$ cat config.mk
export PLATFORM = sky130hd
export DESIGN_NAME = key_event_encoder
export DESIGN_NICKNAME = d
export VERILOG_FILES = /design/src/rtl/key_event_encoder.sv
export SDC_FILE = /design/constraint.sdc
export NUM_CORES = 1
export LEC_CHECK = 0
export CORE_MARGIN = 2
export CORE_UTILIZATION = 32
export CTS_BUF_LIST = sky130_fd_sc_hd__clkbuf_16
export CTS_CLUSTER_SIZE = 14
export DETAILED_ROUTE_END_ITERATION = 6
export PLACE_DENSITY = 0.54
export SYNTH_ARGS = -nofsm -noshare
export SYNTH_HDL_FRONTEND = slang
export SYNTH_SLANG_ARGS = --single-unit
$ cat constraint.sdc
create_clock -name clk_i -period 5.3 [get_ports clk_i]
set_input_delay 0.53 -clock clk_i [delete_from_list [all_inputs] [get_ports clk_i]]
set_output_delay 0.53 -clock clk_i [all_outputs]
set_load 0.02 [all_outputs]
$ cat src/rtl/key_event_encoder.sv
// key_event_encoder
//   Turns the debounced key-level vector into a stream of press/release
//   events. A round-robin scanner compares one key per cycle against the
//   last state it reported. Each detected change pushes one event into a
//   first-word-fall-through FIFO, which drains through a valid/ready
//   handshake.
//
//   Optional feature macro: KEY_EVENT_TIMESTAMP_EN
//     When this macro is defined, each event carries a 16-bit free-running
//     cycle timestamp. The timestamp is taken in the cycle the event is
//     pushed.
//
// Ports
//   clk_i          system clock, rising edge
//   rst_i          asynchronous active-high reset
//   keys_i         debounced key levels (1 = released, 0 = pressed)
//   event_valid_o  FIFO head holds an event
//   event_ready_i  consumer takes the head this cycle
//   event_data_o   [{ts[15:0],} pressed, key_index]
//   fifo_count_o   queued events, 0 .. 2^FIFO_AW
//   scan_idx_o     current scanner index (debug)
module key_event_encoder #(
    parameter int KEYS    = 61,
    parameter int IDX_W   = 6,
    parameter int FIFO_AW = 4,
`ifdef KEY_EVENT_TIMESTAMP_EN
    localparam int DATA_W = IDX_W + 17
`else
    localparam int DATA_W = IDX_W + 1
`endif
) (
    input  logic               clk_i,
    input  logic               rst_i,
    input  logic [KEYS-1:0]    keys_i,
    output logic               event_valid_o,
    input  logic               event_ready_i,
    output logic [DATA_W-1:0]  event_data_o,
    output logic [FIFO_AW:0]   fifo_count_o,
    output logic [IDX_W-1:0]   scan_idx_o
);

    localparam int DEPTH = 2 ** FIFO_AW;
    localparam logic [FIFO_AW:0] FULL_CNT = (FIFO_AW + 1)'(DEPTH);
    localparam logic [IDX_W-1:0] LAST_IDX = IDX_W'(KEYS - 1);

    logic [KEYS-1:0]    known_q;
    logic [IDX_W-1:0]   scan_idx_q;
    logic [FIFO_AW-1:0] wr_ptr_q, rd_ptr_q;
    logic [FIFO_AW:0]   count_q;
    logic [DATA_W-1:0]  mem_q [DEPTH];

    logic               cur_key;
    logic               diff, full, push, pop;
    logic [DATA_W-1:0]  push_data;
    logic [IDX_W-1:0]   next_idx;

`ifdef KEY_EVENT_TIMESTAMP_EN
    logic [15:0] ts_q;

    always_ff @(posedge clk_i or posedge rst_i) begin
        if (rst_i) ts_q <= '0;
        else       ts_q <= ts_q + 16'd1;
    end

    assign push_data = {ts_q, ~cur_key, scan_idx_q};
`else
    assign push_data = {~cur_key, scan_idx_q};
`endif

    // Full is judged on the registered count only, so a pop in the same
    // cycle does not open a slot for the scanner.
    assign cur_key  = keys_i[scan_idx_q];
    assign diff     = cur_key != known_q[scan_idx_q];
    assign full     = count_q == FULL_CNT;
    assign push     = diff && !full;
    assign pop      = event_valid_o && event_ready_i;
    assign next_idx = (scan_idx_q == LAST_IDX) ? '0 : scan_idx_q + IDX_W'(1);

    // The scanner holds on a change it cannot queue, so no change is lost.
    always_ff @(posedge clk_i or posedge rst_i) begin
        if (rst_i) begin
            known_q    <= '1;
            scan_idx_q <= '0;
        end else if (push) begin
            known_q[scan_idx_q] <= cur_key;
            scan_idx_q          <= next_idx;
        end else if (!diff) begin
            scan_idx_q <= next_idx;
        end
    end

    always_ff @(posedge clk_i or posedge rst_i) begin
        if (rst_i) begin
            wr_ptr_q <= '0;
            rd_ptr_q <= '0;
            count_q  <= '0;
        end else begin
            if (push) wr_ptr_q <= wr_ptr_q + FIFO_AW'(1);
            if (pop)  rd_ptr_q <= rd_ptr_q + FIFO_AW'(1);
            case ({push, pop})
                2'b10:   count_q <= count_q + (FIFO_AW + 1)'(1);
                2'b01:   count_q <= count_q - (FIFO_AW + 1)'(1);
                default: count_q <= count_q;
            endcase
        end
    end

    // Storage needs no reset; the output is masked while the FIFO is empty.
    always_ff @(posedge clk_i) begin
        if (push) mem_q[wr_ptr_q] <= push_data;
    end

    assign event_valid_o = count_q != '0;
    assign event_data_o  = event_valid_o ? mem_q[rd_ptr_q] : '0;
    assign fifo_count_o  = count_q;
    assign scan_idx_o    = scan_idx_q;

endmodule

==> key figures <==
Route
  – Routed wire per std cell: 20.9 um
  – Initial DRC count: 650
  – DR pass1 iterations: 7
  – Residual DRC: 0
  – Via density: 5.29
  – DR vias: 6212
  – Aggregate routed wire length: 24600 um
  – Antenna-violating nets left: 0

Worst setup path
  – Critical setup path kind: reg -> reg
  – R2r startpoint: scan_idx_o[1]
  – Buffer and inverter count on the worst path: 0
  – Critical path depth: 16
  – Req. time, crit path: 5620 ps
  – Flop-to-flop setup slack: 1040 ps
  – Crit. End Element: flop
  – Worst r2r dst: fifo_count_o[4]
  – Most used cell, CP: xor2_1
  – CP max stage delay: 750 ps
  – Slowest-stage cell, CP: dfrtp_2
  – Critical path's top delay family: compound AO/OA/AOI/OAI gates
  – Worst path cell trace: nor2b_1, a221o_1, a221oi_1, o32ai_1, nor3_2, xnor2_2, nand2_2, ha_1, xor2_1, ha_1, o21ai_0, a21oi_1, a21oi_1, xor2_1, nor2_1, xor2_1
  – WP data arrival: 4580 ps
  – Startpoint types: flop
  – Reg2Reg Depth: 16
  – CP max FO: 29

Clocking
  – Root buf cell: clkbuf_16
  – Postcts setup bufs: 0
  – H-tree depth: 4
  – Clock Pin Slew Worst Setup and Hold Paths: 80 ps
  – CTS Hold Bufs: 0
  – CTS tree: yes
  – Num CTS Buffers: 17
  – CTS Buffer Depth: 2
  – Clk_lat worst skew: 440 ps
  – Post-CTS sizing: 0
  – Clock sinks: 192

Place
  – I/O Buffers: 82
  – GPL Wtd Cong: 0.828
  – Detail Placement HPWL: 16400 um

Synth
  – Syn Inst Count: 714
  – Cell taking the most area after synthesis: edfxtp_1
  – Post-synth cell types: 58
  – Synth Register Bits: 192
  – Synth top area share: 0.347
  – Top_reg_cell synth: edfxtp_1
  – Number of synthesized flops with an enable pin: 112
  – Syn Nets: 789
  – Synth area leaders: edfxtp_1 35%, dfstp_2 17%, mux4_2 9.1%
  – Synth Cell Area: 9700 um2
  – Avg Cell Area, Syn: 13.6 um2
  – Sequential area share after synthesis: 0.561
  – YS warnings: 0
  – Post-synth ARST share: 0.417

Cells and area
  – Diode count: 0
  – Final net count: 846
  – Layout Utilization: 0.387
  – Area Overhead vs Synth: 18.4%
  – Share of layout cells above drive strength 1: 0.245

Power
  – Peak supply drop: 0.000878 V
  – Switching share of total power: 0.440
  – Static Leak: 3.95 nW
  – Power per cell area: 700 nW/um2
  – Psw: 3.54 mW
  – Comb pwr share: 0.490
  – Clock network power share: 0.165
  – Flop pwr share: 0.345
  – Power Internal: 4.50 mW

STA
  – RSZ-0062 raised after global routing: no
  – Hold_ws: 532 ps
  – Worst-margin pin slew: 984 ps
  – Max Slew Vio Count: 0
  – Max Clock Skew: 16.9 ps
  – Setup TNS: 0 ps
  – Final Hold Viols: 0
  – Final min period: 4260 ps
  – Crit share post-route: 0.803
  – Fmax: 235 MHz
  – Max_slew headroom: 0.339
  – Final Setup Violations: 0

Job
  – Max-Cap Viols: 0

Floorplan
  – Initial Util: 0.326
  – Row count: 63
  – Core Area: 29700 um2
  – Io pins: 83
  – Die X: 178 um
  – Die Area: 31700 um2
  – Die Ht: 178 um

GRT
  – Vias in the first global route: 6349
  – Initial antenna violation count: 0
  – Largest net degree at the start of global routing: 74
  – First-pass GRT wire length: 38600 um
  – GRT Overall Usage: 0.162
  – Grt ovf: 0

Status
  – Outcome: finished, final reports clean

Worst hold path
  – Min-delay src: known_q[34]
  – Hold endpoint: known_q[34]
  – Worst hold path type: reg -> reg
  – Worst hold path cell count: 2
==> cells in the mapped netlist, types with 15 or more instances <==
| master | n |
|---|---|
| nand2_1 | 41 |
| dfstp_2 | 61 |
| clkbuf_1 | 36 |
| nor3_1 | 16 |
| mux2_2 | 21 |
| dfrtp_1 | 19 |
| edfxtp_1 | 112 |
| mux2_1 | 53 |
| mux4_2 | 39 |
| a21oi_1 | 15 |
| a221oi_1 | 22 |
| nand4_1 | 40 |
| nor2_1 | 30 |
| nand3_1 | 16 |
==> kinds of logic after synthesis <==
kind of cell / Yosys count / synth area share
compound gates: 84 / 0.0630
simple gates: 207 / 0.118
buf+inv: 81 / 0.0421
flops: 192 / 0.561
fa+ha+maj: 11 / 0.0142
xor+xnor: 14 / 0.0126
mux: 125 / 0.189
==> per-layer routing <==
layer	vias to the layer above	routed length [um]	global-route usage
met5	-	0	0
met4	0	285	0.0461
met3	22	878	0.0311
met2	124	12100	0.264
met1	3179	11400	0.220
li1	2887	-	-
==> registers in the layout (all words and copies together) (netlist names) <==
name,flops
mem_q,112
known_q,61
scan_idx_o,6
fifo_count_o,5
rd_ptr_q,4
wr_ptr_q,4
==> stage by stage <==
step                instances  power [mW]  area [um2]  setup slack, ps
floorplan                 714        5.69        9700              984
global placement         1142        6.76       10900             1140
detailed placement       1142        6.78       10900             1070
CTS                      1174        8.11       11500             1050
global route             1174        8.55       11500              736
finish                   1174        8.04       11500             1040
==> area by class of cell <==
| type | count | area, um2 |
|---|---|---|
| tap | 390 | 488 |
| fill | 2790 | 18200 |
| sequential | 192 | 5450 |
| inverter | 12 | 46.3 |
| multi-input combinational | 441 | 3870 |
| clock buffer | 17 | 425 |
| clock inverter | 15 | 198 |
| timing repair buffer | 107 | 1010 |
==> worst max path at each step <==
stage	start	end	slack [ps]
6_report	scan_idx_o[1]	fifo_count_o[4]	1040
5_1_grt	scan_idx_o[1]	fifo_count_o[4]	740
4_1_cts	scan_idx_o[2]	fifo_count_o[4]	1050
3_5_place_dp	scan_idx_o[2]	fifo_count_o[4]	1070
3_3_place_gp	scan_idx_o[2]	fifo_count_o[4]	1140
2_1_floorplan	scan_idx_o[2]	fifo_count_o[4]	980
==> layout by cell type, fill, tap and decap left out, types with 21 or more instances in the layout <==
cell type        netlist  routed
mux4_2                39      39
clkdlybuf4s50_1        0      82
nand4_1               40      40
dfstp_2               61      61
edfxtp_1             112     112
mux2_1                53      53
nand2_1               41      41
buf_4                 10      25
mux2_2                21      21
nor2_1                30      30
a221oi_1              22      22
==> worst reg2reg max path, stage by stage (launching register included) <==
cell      delay [ps]
dfrtp_2          750
nor2b_1          710
a221o_1          290
a221oi_1          90
o32ai_1          360
nor3_2           110
xnor2_2          210
nand2_2           90
ha_1             350
xor2_1           190
ha_1             220
o21ai_0          150
a21oi_1           90
a21oi_1          180
xor2_1           150
nor2_1            60
xor2_1           140
==> power by group through the flow <==
stage	clock network [mW]	logic, mW	registers (mW)
after global placement	0	3.96	2.81
final	1.33	3.94	2.77
after detailed placement	0	3.97	2.81
after CTS	1.36	3.97	2.78
after floorplan	0	3.15	2.54
after global routing	1.42	4.27	2.85
(Power assumes the default switching activity.)
